==> config.mk <==
export PLATFORM = sky130hd
export DESIGN_NAME = button_debounce_array
export DESIGN_NICKNAME = d
export VERILOG_FILES = /design/src/rtl/btn_pkg.sv /design/src/rtl/btn_channel.sv /design/src/rtl/button_debounce_array.sv
export SDC_FILE = /design/constraint.sdc
export NUM_CORES = 1
export LEC_CHECK = 0
export BUFFER_PORTS_ARGS = -buffer_cell sky130_fd_sc_hd__buf_2
export CORE_AREA = 3 3 221 223
export CTS_BUF_LIST = sky130_fd_sc_hd__clkbuf_4 sky130_fd_sc_hd__clkbuf_8 sky130_fd_sc_hd__clkbuf_16
export CTS_CLUSTER_DIAMETER = 100
export CTS_CLUSTER_SIZE = 12
export DETAILED_ROUTE_END_ITERATION = 10
export DIE_AREA = 0 0 224 226
export GPL_ROUTABILITY_DRIVEN = 0
export PLACE_DENSITY = 0.57
export SLEW_MARGIN = 0
export SYNTH_ARGS = -nofsm -noshare
export SYNTH_HDL_FRONTEND = slang
export SYNTH_SLANG_ARGS = --single-unit
==> constraint.sdc <==
create_clock -name clk -period 2.8 [get_ports clk]
set_input_delay 0 -clock clk [delete_from_list [all_inputs] [get_ports clk]]
set_output_delay 0 -clock clk [all_outputs]
set_load 0.05 [all_outputs]
==> src/rtl/btn_pkg.sv <==
// Shared types and helpers for the push-button debouncer array.
package btn_pkg;

    typedef enum logic [1:0] {
        IDLE,
        PRESS_WAIT,
        HELD,
        REL_WAIT
    } btn_state_t;

    // Counter width large enough to hold the longest of the three periods.
    function automatic int cnt_width(input int debCyc, input int longCyc, input int repCyc);
        int maxCyc;
        maxCyc = debCyc;
        if (longCyc > maxCyc) maxCyc = longCyc;
        if (repCyc > maxCyc) maxCyc = repCyc;
        return $clog2(maxCyc + 1);
    endfunction

endpackage

==> src/rtl/btn_channel.sv <==
// One button channel: 2-FF synchroniser, bounce-rejecting FSM, hold counter and event pulses.
// Auto-repeat of press_o after a long press is built only when BTN_AUTOREPEAT_EN is defined.
module btn_channel
    import btn_pkg::*;
#(
    parameter int DEBOUNCE_CYC = 4,
    parameter int LONG_CYC     = 20,
`ifdef BTN_AUTOREPEAT_EN
    parameter int REPEAT_CYC   = 8,
`endif
    parameter int CNT_W        = 5
) (
    input  logic clk,
    input  logic rst_n,
    input  logic btn_raw_i,
    output logic btn_lvl_o,
    output logic press_o,
    output logic release_o,
    output logic long_o
);

    localparam logic [CNT_W-1:0] DEB_LAST  = CNT_W'(DEBOUNCE_CYC - 1);
    localparam logic [CNT_W-1:0] LONG_LAST = CNT_W'(LONG_CYC - 1);
    localparam logic [CNT_W-1:0] CNT_ONE   = CNT_W'(1);
`ifdef BTN_AUTOREPEAT_EN
    localparam logic [CNT_W-1:0] REP_LAST  = CNT_W'(REPEAT_CYC - 1);
`endif

    logic [1:0]       sync_q;
    logic             s;
    btn_state_t       state_q, state_d;
    logic [CNT_W-1:0] dcnt_q, dcnt_d;
    logic [CNT_W-1:0] hcnt_q, hcnt_d;
    logic             longDone_q, longDone_d;
    logic             lvl_q, lvl_d;
    logic             press_q, press_d;
    logic             release_q, release_d;
    logic             long_q, long_d;
`ifdef BTN_AUTOREPEAT_EN
    logic [CNT_W-1:0] rcnt_q, rcnt_d;
`endif

    assign s = sync_q[1];

    always_ff @(posedge clk) begin
        if (!rst_n) begin
            sync_q     <= '0;
            state_q    <= IDLE;
            dcnt_q     <= '0;
            hcnt_q     <= '0;
            longDone_q <= 1'b0;
            lvl_q      <= 1'b0;
            press_q    <= 1'b0;
            release_q  <= 1'b0;
            long_q     <= 1'b0;
`ifdef BTN_AUTOREPEAT_EN
            rcnt_q     <= '0;
`endif
        end else begin
            sync_q     <= {sync_q[0], btn_raw_i};
            state_q    <= state_d;
            dcnt_q     <= dcnt_d;
            hcnt_q     <= hcnt_d;
            longDone_q <= longDone_d;
            lvl_q      <= lvl_d;
            press_q    <= press_d;
            release_q  <= release_d;
            long_q     <= long_d;
`ifdef BTN_AUTOREPEAT_EN
            rcnt_q     <= rcnt_d;
`endif
        end
    end

    // hcnt keeps running through a release glitch so long-press timing is not disturbed.
    always_comb begin
        state_d    = state_q;
        dcnt_d     = dcnt_q;
        hcnt_d     = hcnt_q;
        longDone_d = longDone_q;
        lvl_d      = lvl_q;
        press_d    = 1'b0;
        release_d  = 1'b0;
        long_d     = 1'b0;
`ifdef BTN_AUTOREPEAT_EN
        rcnt_d     = rcnt_q;
`endif
        case (state_q)
            IDLE: begin
                if (s) begin
                    state_d = PRESS_WAIT;
                    dcnt_d  = '0;
                end
            end
            PRESS_WAIT: begin
                if (!s) begin
                    state_d = IDLE;
                end else if (dcnt_q == DEB_LAST) begin
                    state_d    = HELD;
                    press_d    = 1'b1;
                    lvl_d      = 1'b1;
                    hcnt_d     = '0;
                    longDone_d = 1'b0;
`ifdef BTN_AUTOREPEAT_EN
                    rcnt_d     = '0;
`endif
                end else begin
                    dcnt_d = dcnt_q + CNT_ONE;
                end
            end
            HELD: begin
                if (hcnt_q != LONG_LAST) hcnt_d = hcnt_q + CNT_ONE;
                if (hcnt_q == LONG_LAST && !longDone_q) begin
                    long_d     = 1'b1;
                    longDone_d = 1'b1;
                end
`ifdef BTN_AUTOREPEAT_EN
                if (longDone_q) begin
                    if (rcnt_q == REP_LAST) begin
                        press_d = 1'b1;
                        rcnt_d  = '0;
                    end else begin
                        rcnt_d = rcnt_q + CNT_ONE;
                    end
                end
`endif
                if (!s) begin
                    state_d = REL_WAIT;
                    dcnt_d  = '0;
                end
            end
            REL_WAIT: begin
                if (hcnt_q != LONG_LAST) hcnt_d = hcnt_q + CNT_ONE;
                if (s) begin
                    state_d = HELD;
`ifdef BTN_AUTOREPEAT_EN
                    rcnt_d  = '0;
`endif
                end else if (dcnt_q == DEB_LAST) begin
                    state_d   = IDLE;
                    release_d = 1'b1;
                    lvl_d     = 1'b0;
                end else begin
                    dcnt_d = dcnt_q + CNT_ONE;
                end
            end
            default: state_d = IDLE;
        endcase
    end

    assign btn_lvl_o = lvl_q;
    assign press_o   = press_q;
    assign release_o = release_q;
    assign long_o    = long_q;

endmodule

==> src/rtl/button_debounce_array.sv <==
// N independent debounced push-button channels with press/release/long-press pulses.
// Define BTN_AUTOREPEAT_EN to make press_o auto-repeat every REPEAT_CYC cycles after a long press.
module button_debounce_array
    import btn_pkg::*;
#(
    parameter int N_BTN        = 5,
    parameter int DEBOUNCE_CYC = 1_000_000,
    parameter int LONG_CYC     = 50_000_000,
    parameter int REPEAT_CYC   = 10_000_000
) (
    input  logic             clk,
    input  logic             rst_n,
    input  logic [N_BTN-1:0] btn_raw_i,
    output logic [N_BTN-1:0] btn_lvl_o,
    output logic [N_BTN-1:0] press_o,
    output logic [N_BTN-1:0] release_o,
    output logic [N_BTN-1:0] long_o
);

    localparam int CNT_W = cnt_width(DEBOUNCE_CYC, LONG_CYC, REPEAT_CYC);

    if (DEBOUNCE_CYC < 2) begin : g_bad_debounce
        $error("button_debounce_array: DEBOUNCE_CYC must be >= 2");
    end
    if (LONG_CYC <= DEBOUNCE_CYC) begin : g_bad_long
        $error("button_debounce_array: LONG_CYC must exceed DEBOUNCE_CYC");
    end
`ifdef BTN_AUTOREPEAT_EN
    if (REPEAT_CYC < 2) begin : g_bad_repeat
        $error("button_debounce_array: REPEAT_CYC must be >= 2");
    end
`endif

    for (genvar i = 0; i < N_BTN; i++) begin : g_chan
        btn_channel #(
            .DEBOUNCE_CYC (DEBOUNCE_CYC),
            .LONG_CYC     (LONG_CYC),
`ifdef BTN_AUTOREPEAT_EN
            .REPEAT_CYC   (REPEAT_CYC),
`endif
            .CNT_W        (CNT_W)
        ) u_chan (
            .clk       (clk),
            .rst_n     (rst_n),
            .btn_raw_i (btn_raw_i[i]),
            .btn_lvl_o (btn_lvl_o[i]),
            .press_o   (press_o[i]),
            .release_o (release_o[i]),
            .long_o    (long_o[i])
        );
    end

endmodule

==> results of run 1 <==
power breakdown:
group / leakage, nW / switching (mW) / total [mW] / internal (mW)
sequential: 2.46 / 0.0167 / 4.37 / 4.35
clock: 0.362 / 1.67 / 3.49 / 1.82
combinational: 2.92 / 0.188 / 0.265 / 0.0780
what timing repair did:
item                                   4_1_cts  5_1_grt
setup endpoints to repair                    0        0
endpoints found under the hold margin       16        0
hold buffers                                 7        0
worst paths after layout:
path	from	to	depth (start not counted)
max	g_chan[0].u_chan.dcnt_q[0]$_SDFFE_PN0P_	g_chan[0].u_chan.hcnt_q[19]$_SDFFE_PN0P_	6
min	btn_raw_i[4]	g_chan[4].u_chan.sync_q[0]$_SDFF_PN0_	3
max reg2reg	g_chan[0].u_chan.dcnt_q[0]$_SDFFE_PN0P_	g_chan[0].u_chan.hcnt_q[19]$_SDFFE_PN0P_	6
min reg2reg	g_chan[4].u_chan.sync_q[0]$_SDFF_PN0_	g_chan[4].u_chan.sync_q[1]$_SDFF_PN0_	1
worst min-delay path, cell delays in order:
cell and delay, ns:
dlygate4sd3_1 0.52, buf_2 0.09, and2_1 0.10
placed cells by master (no fill, tap or decap), drive strengths merged, types with 46 or more instances in the layout:
cell and n:
or4 46, o21ai 75, nand2 194, buf 92, nor4 61, nor3 49, and3 53, a21oi 137
nand3 144, nor2 108, nand4 74, dfxtp 305
kinds of logic (layout without fill, tap and decap cells):
| logic type | count (synthesis) | after routing | synth area share, % |
|---|---|---|---|
| xor gates and xnor gates | 61 | 61 | 3.31 |
| muxes | 31 | 31 | 1.93 |
| AOI/OAI and AO/OA | 471 | 471 | 19.6 |
| and+or+nand+nor | 948 | 948 | 32.4 |
| DFF | 305 | 305 | 37.3 |
| buffers and inverters | 171 | 172 | 4.72 |
| adders and majority gates | 10 | 10 | 0.764 |
through the flow:
step,area (sq um),util [%],power [mW]
5_1_grt,18000,38.5,8.41
3_5_place_dp,17200,36.7,4.73
3_3_place_gp,17200,36.7,4.73
2_1_floorplan,16400,-,4.64
6_report,18000,38.5,8.12
4_1_cts,18000,38.5,8.26
layer usage:
| metal | vias to the layer above | GRT usage, % |
|---|---|---|
| li1 | 7572 | - |
| met1 | 7122 | 21.6 |
| met2 | 257 | 26.3 |
| met3 | 67 | 2.11 |
| met4 | 0 | 3.82 |
| met5 | - | 0 |
registers in the layout (all words and copies together), names as in the netlist, named ones only:
register and flops:
g_chan.u_chan.long_o 5, g_chan.u_chan.release_o 5, g_chan.u_chan.longDone_q 5, g_chan.u_chan.btn_lvl_o 5, g_chan.u_chan.dcnt_q 130, g_chan.u_chan.hcnt_q 130
g_chan.u_chan.press_o 5, g_chan.u_chan.sync_q 10, g_chan.u_chan.state_q 5
cell type report:
type / instances / area, sq um
Fill cell: 4743 / 28800
Multi-Input combinational cell: 1521 / 9510
Clock inverter: 1 / 8.76
Sequential cell: 305 / 6110
Inverter: 43 / 163
Clock buffer: 29 / 726
Tap cell: 607 / 759
Timing Repair Buffer: 99 / 711
==> flow_summary.ini, run 1 <==
[status]
status = finished, final reports clean

[route]
top_layer = met4
dr.first_iter.drc_count = 890
dr_wl_met3_mm = 1.62
num_vias = 15000
remaining_drc_errors = 0
wl_met1_mm = 19.8
wirelength_mm = 40.9
dr_wl_met2_mm = 18.6
dr.pass1.iters = 5
post_drt_wl_per_cell_microns = 15.7
vias_per_cell = 5.77
final_antenna_net_count = 0

[placed_design]
io_buffers = 26
dp_hpwl_mm = 27.9
placed_cells = 2568
pre_cts_ws_ns = 0.302

[timing]
setup_tns_ns = 0
tightest_slew_ns = 1.00
hold-worst-slack_ns = 0.173
maxSlewViolCount = 0
finalSetupViolations = 0
fin_crit_ns = 2.52
skew_ns = 0.0210
rsz0062_at_grt = no
fin_crit_sh_pct = 90.0
timing.final.ws_setup_ns = 0.279
max_clock_freq_mhz = 397
max_slew_margin_pct = 33.2
hold_viol_final = 0

[setup_path]
regToRegSetupSlack_ns = 0.28
critPathTopFamily = compound AO/OA/AOI/OAI gates
start_kind = flop
required_ns = 3.24
cp.arrival_ns = 2.96
critPathSlowestCell = or4_1
critPathBufInv = 0
path_cells = ha_1 -> nand4_1 -> or4_1 -> o31ai_4 -> a21oi_2 -> a211o_1
crit_fanout = 8
endpoint_kind = flop
critPathKind = reg -> reg
slowest_delay_ns = 0.63

[synthesis]
post-synth-top-count-cell = dfxtp_1
synth_flop_cell = dfxtp_1
synthArstFlopShare_pct = 0
synth_edf_count = 0
syn_nets = 2014
ys_ff_latch = 305
synthTopCellsByArea = dfxtp_1, nand2_1, nand3_1
synth_top_area_share_pct = 37.3
yosysSeqAreaShare_pct = 37.3
synth_cells = 1997
yosysTopAreaCell = dfxtp_1
ys_warn_count = 0
syn_area_sq_mm = 0.0164
yosysUniqueCellTypes = 85
synth_common_cells = dfxtp_1, nand2_1, nand3_1
avgSynthCellArea_sq_um = 8.20

[clock_tree]
cts_tree = done
cts_num_sinks = 305
clk_latency_ns = 0.57
h-tree-depth = 1
root_buffer = clkbuf_16
clkSlewWorstSetupHoldPaths_ns = 0.06
post_cts_resized = 0
cts_setup_buffers = 0
clk_path_buf_depth = 3
numCtsBuffers = 29

[floorplanning]
die-area_sq_mm = 0.0506
rows = 79
start_util_pct = 35.0
die_w_microns = 224
ios = 27
die_h_microns = 226
design.core.area_sq_mm = 0.0468

[layout]
fin_cells = 2605
fin_nets = 2016
area_growth_pct = 9.79
layout-drive-gt1-share_pct = 8.56
antenna_cells = 0

[pwr]
ir_drop_mv = 0.399
power_density_mw_per_mm2 = 452
p_leak_nw = 5.74

[global_routing]
grt_pass1_vias = 13900
grt_overflow = 0
grt_max_degree = 61
grt_pass1_wl_mm = 69.2
antenna_found_initial = 0
grtUsageTotal_pct = 15.8

[hold_path]
hp-class = in -> reg

[flow_run]
drv_cap = 0
No activity file was read; power rests on OpenSTA's default activity.
==> inputs of run 2 (changes only) <==
--- a/config.mk
+++ b/config.mk
@@ -6,14 +6,14 @@
 export NUM_CORES = 1
 export LEC_CHECK = 0
 export BUFFER_PORTS_ARGS = -buffer_cell sky130_fd_sc_hd__buf_2
-export CORE_AREA = 3 3 221 223
+export CORE_AREA = 3 3 164 166
 export CTS_BUF_LIST = sky130_fd_sc_hd__clkbuf_4 sky130_fd_sc_hd__clkbuf_8 sky130_fd_sc_hd__clkbuf_16
 export CTS_CLUSTER_DIAMETER = 100
 export CTS_CLUSTER_SIZE = 12
 export DETAILED_ROUTE_END_ITERATION = 10
-export DIE_AREA = 0 0 224 226
+export DIE_AREA = 0 0 167 169
 export GPL_ROUTABILITY_DRIVEN = 0
-export PLACE_DENSITY = 0.57
+export PLACE_DENSITY = 0.88
 export SLEW_MARGIN = 0
 export SYNTH_ARGS = -nofsm -noshare
 export SYNTH_HDL_FRONTEND = slang
==> flow_summary.ini, run 2 (same netlist as run 1, synthesis figures left out) <==
[status]
status = finished, final reports clean

[hold_path]
hp-class = in -> reg
whs_endpoint = g_chan[0].u_chan.sync_q[0]$_SDFF_PN0_
whs_path_depth = 3
hold_start = btn_raw_i[0]

[setup_path]
worst-r2r-cell-count = 7
regToRegSetupSlack_ns = 0.16
slowest_delay_ns = 0.66
cp.arrival_ns = 3.12
r2r-start = g_chan[0].u_chan.dcnt_q[0]$_SDFFE_PN0P_
crit_fanout = 14
critPathBufInv = 1
critPathKind = reg -> reg
required_ns = 3.29
startpoint = g_chan[0].u_chan.dcnt_q[0]$_SDFFE_PN0P_
endpoint_kind = flop
start_kind = flop
critPathSlowestCell = or4_1
critPathTopFamily = compound AO/OA/AOI/OAI gates
path_cells = ha_1 -> nand4_1 -> or4_1 -> buf_4 -> o211ai_1 -> o21ai_0 -> a21oi_1
r2r-end = g_chan[0].u_chan.dcnt_q[22]$_SDFFE_PN0P_

[clock_tree]
numCtsBuffers = 29
h-tree-depth = 1
cts_num_sinks = 305
root_buffer = clkbuf_16
post_cts_resized = 0
cts_setup_buffers = 0
clk_latency_ns = 0.56
cts_tree = done
cts_hold_buffers = 6
clk_path_buf_depth = 3
clkSlewWorstSetupHoldPaths_ns = 0.06

[layout]
area_growth_pct = 7.23
fin_cells = 2321
top_regs = g_chan.u_chan.dcnt_q (130), g_chan.u_chan.hcnt_q (130), g_chan.u_chan.sync_q (10)
layout_commonest_cell = dfxtp_1
antenna_cells = 0
fin_nets = 2003
final_cell_mix = dfxtp_1, nand2_1, nand3_1
layout-drive-gt1-share_pct = 8.06

[timing]
tightest_slew_ns = 0.812
hold_viol_final = 0
fin_crit_ns = 2.64
rsz0062_at_grt = no
skew_ns = 0.0219
maxSlewViolCount = 0
max_slew_margin_pct = 45.7
max_clock_freq_mhz = 379
setup_tns_ns = 0
fin_crit_sh_pct = 94.3
finalSetupViolations = 0

[route]
vias_per_cell = 6.70
dr.first_iter.drc_count = 1383
dr.pass1.iters = 6
remaining_drc_errors = 0
wirelength_mm = 39.6
post_drt_wl_per_cell_microns = 17.1
final_antenna_net_count = 0
num_vias = 15600

[floorplanning]
die_w_microns = 167
ios = 27
start_util_pct = 63.6
rows = 59
design.core.area_sq_mm = 0.0258
die_h_microns = 169
die-area_sq_mm = 0.0282

[global_routing]
antenna_found_initial = 0
grtUsageTotal_pct = 27.0
grt_overflow = 0
grt_pass1_vias = 14700
grt_max_degree = 84
grt_pass1_wl_mm = 67.7

[placed_design]
dp_hpwl_mm = 26.8
placed_cells = 2284
io_buffers = 26

[pwr]
p_leak_nw = 5.69
power_density_mw_per_mm2 = 456
ir_drop_mv = 0.501

[flow_run]
drv_cap = 0
-- run 2: cell types whose count changed in the layout (fill, tap and decap cells not counted), sizes merged --
cell	change
clkinv	-1
dlygate4sd3	-1
buf	-12
inv	+2
-- run 2: cell type report --
class                      instances  area, sq um
inverter                          43          161
tap                              335          419
multi-input combinational       1521         9510
sequential                       305         6110
clock buffer                      29          726
fill                            2036         8200
timing repair buffer              86          623
clock inverter                     2         17.5
-- run 2: layer usage --
metal / vias to the layer above / track usage, % / part of all wire, %
met3: 87 / 3.25 / 5.7
met4: 0 / 8.46 / 2.1
met2: 556 / 46.8 / 48
li1: 7541 / - / -
met1: 7377 / 35.3 / 44
met5: - / 0 / 0
-- run 2: where the power goes --
| part | internal [mW] | leakage (nW) | switching (mW) | total, mW |
|---|---|---|---|---|
| logic | 0.0725 | 2.86 | 0.182 | 0.255 |
| clock network | 1.82 | 0.366 | 1.57 | 3.39 |
| registers | 4.35 | 2.46 | 0.0179 | 4.37 |
| total | 6.25 | 5.69 | 1.77 | 8.02 |
-- run 2: worst max-delay path by stage --
stage | end | slack (ns) | cells past startpoint
6_report | g_chan[0].u_chan.dcnt_q[22]$_SDFFE_PN0P_ | 0.16 | 7
5_1_grt | g_chan[0].u_chan.dcnt_q[22]$_SDFFE_PN0P_ | 0.02 | 7
4_1_cts | g_chan[0].u_chan.dcnt_q[22]$_SDFFE_PN0P_ | 0.25 | 7
3_5_place_dp | g_chan[0].u_chan.hcnt_q[3]$_SDFFE_PN0P_ | 0.27 | 6
3_3_place_gp | g_chan[0].u_chan.hcnt_q[18]$_SDFFE_PN0P_ | 0.39 | 6
2_1_floorplan | g_chan[0].u_chan.hcnt_q[25]$_SDFFE_PN0P_ | 0.47 | 8
-- run 2: worst min-delay path, stage by stage --
cell	delay [ns]
dlygate4sd3_1	0.52
buf_2	0.09
and2_1	0.10
-- run 2: stage by stage --
step                hold slack, ns  cell area [sq um]  utilization (%)  worst slack, ns  power, mW
finish                       0.186              17600             68.2            0.161       8.02
global route                 0.204              17600             68.2           0.0216       8.26
floorplan                    0.127              16400                -            0.469       4.64
detailed placement           0.208              16800             65.0            0.268       4.71
global placement             0.207              16800             65.0            0.394       4.71
CTS                          0.160              17600             68.2            0.249       8.09
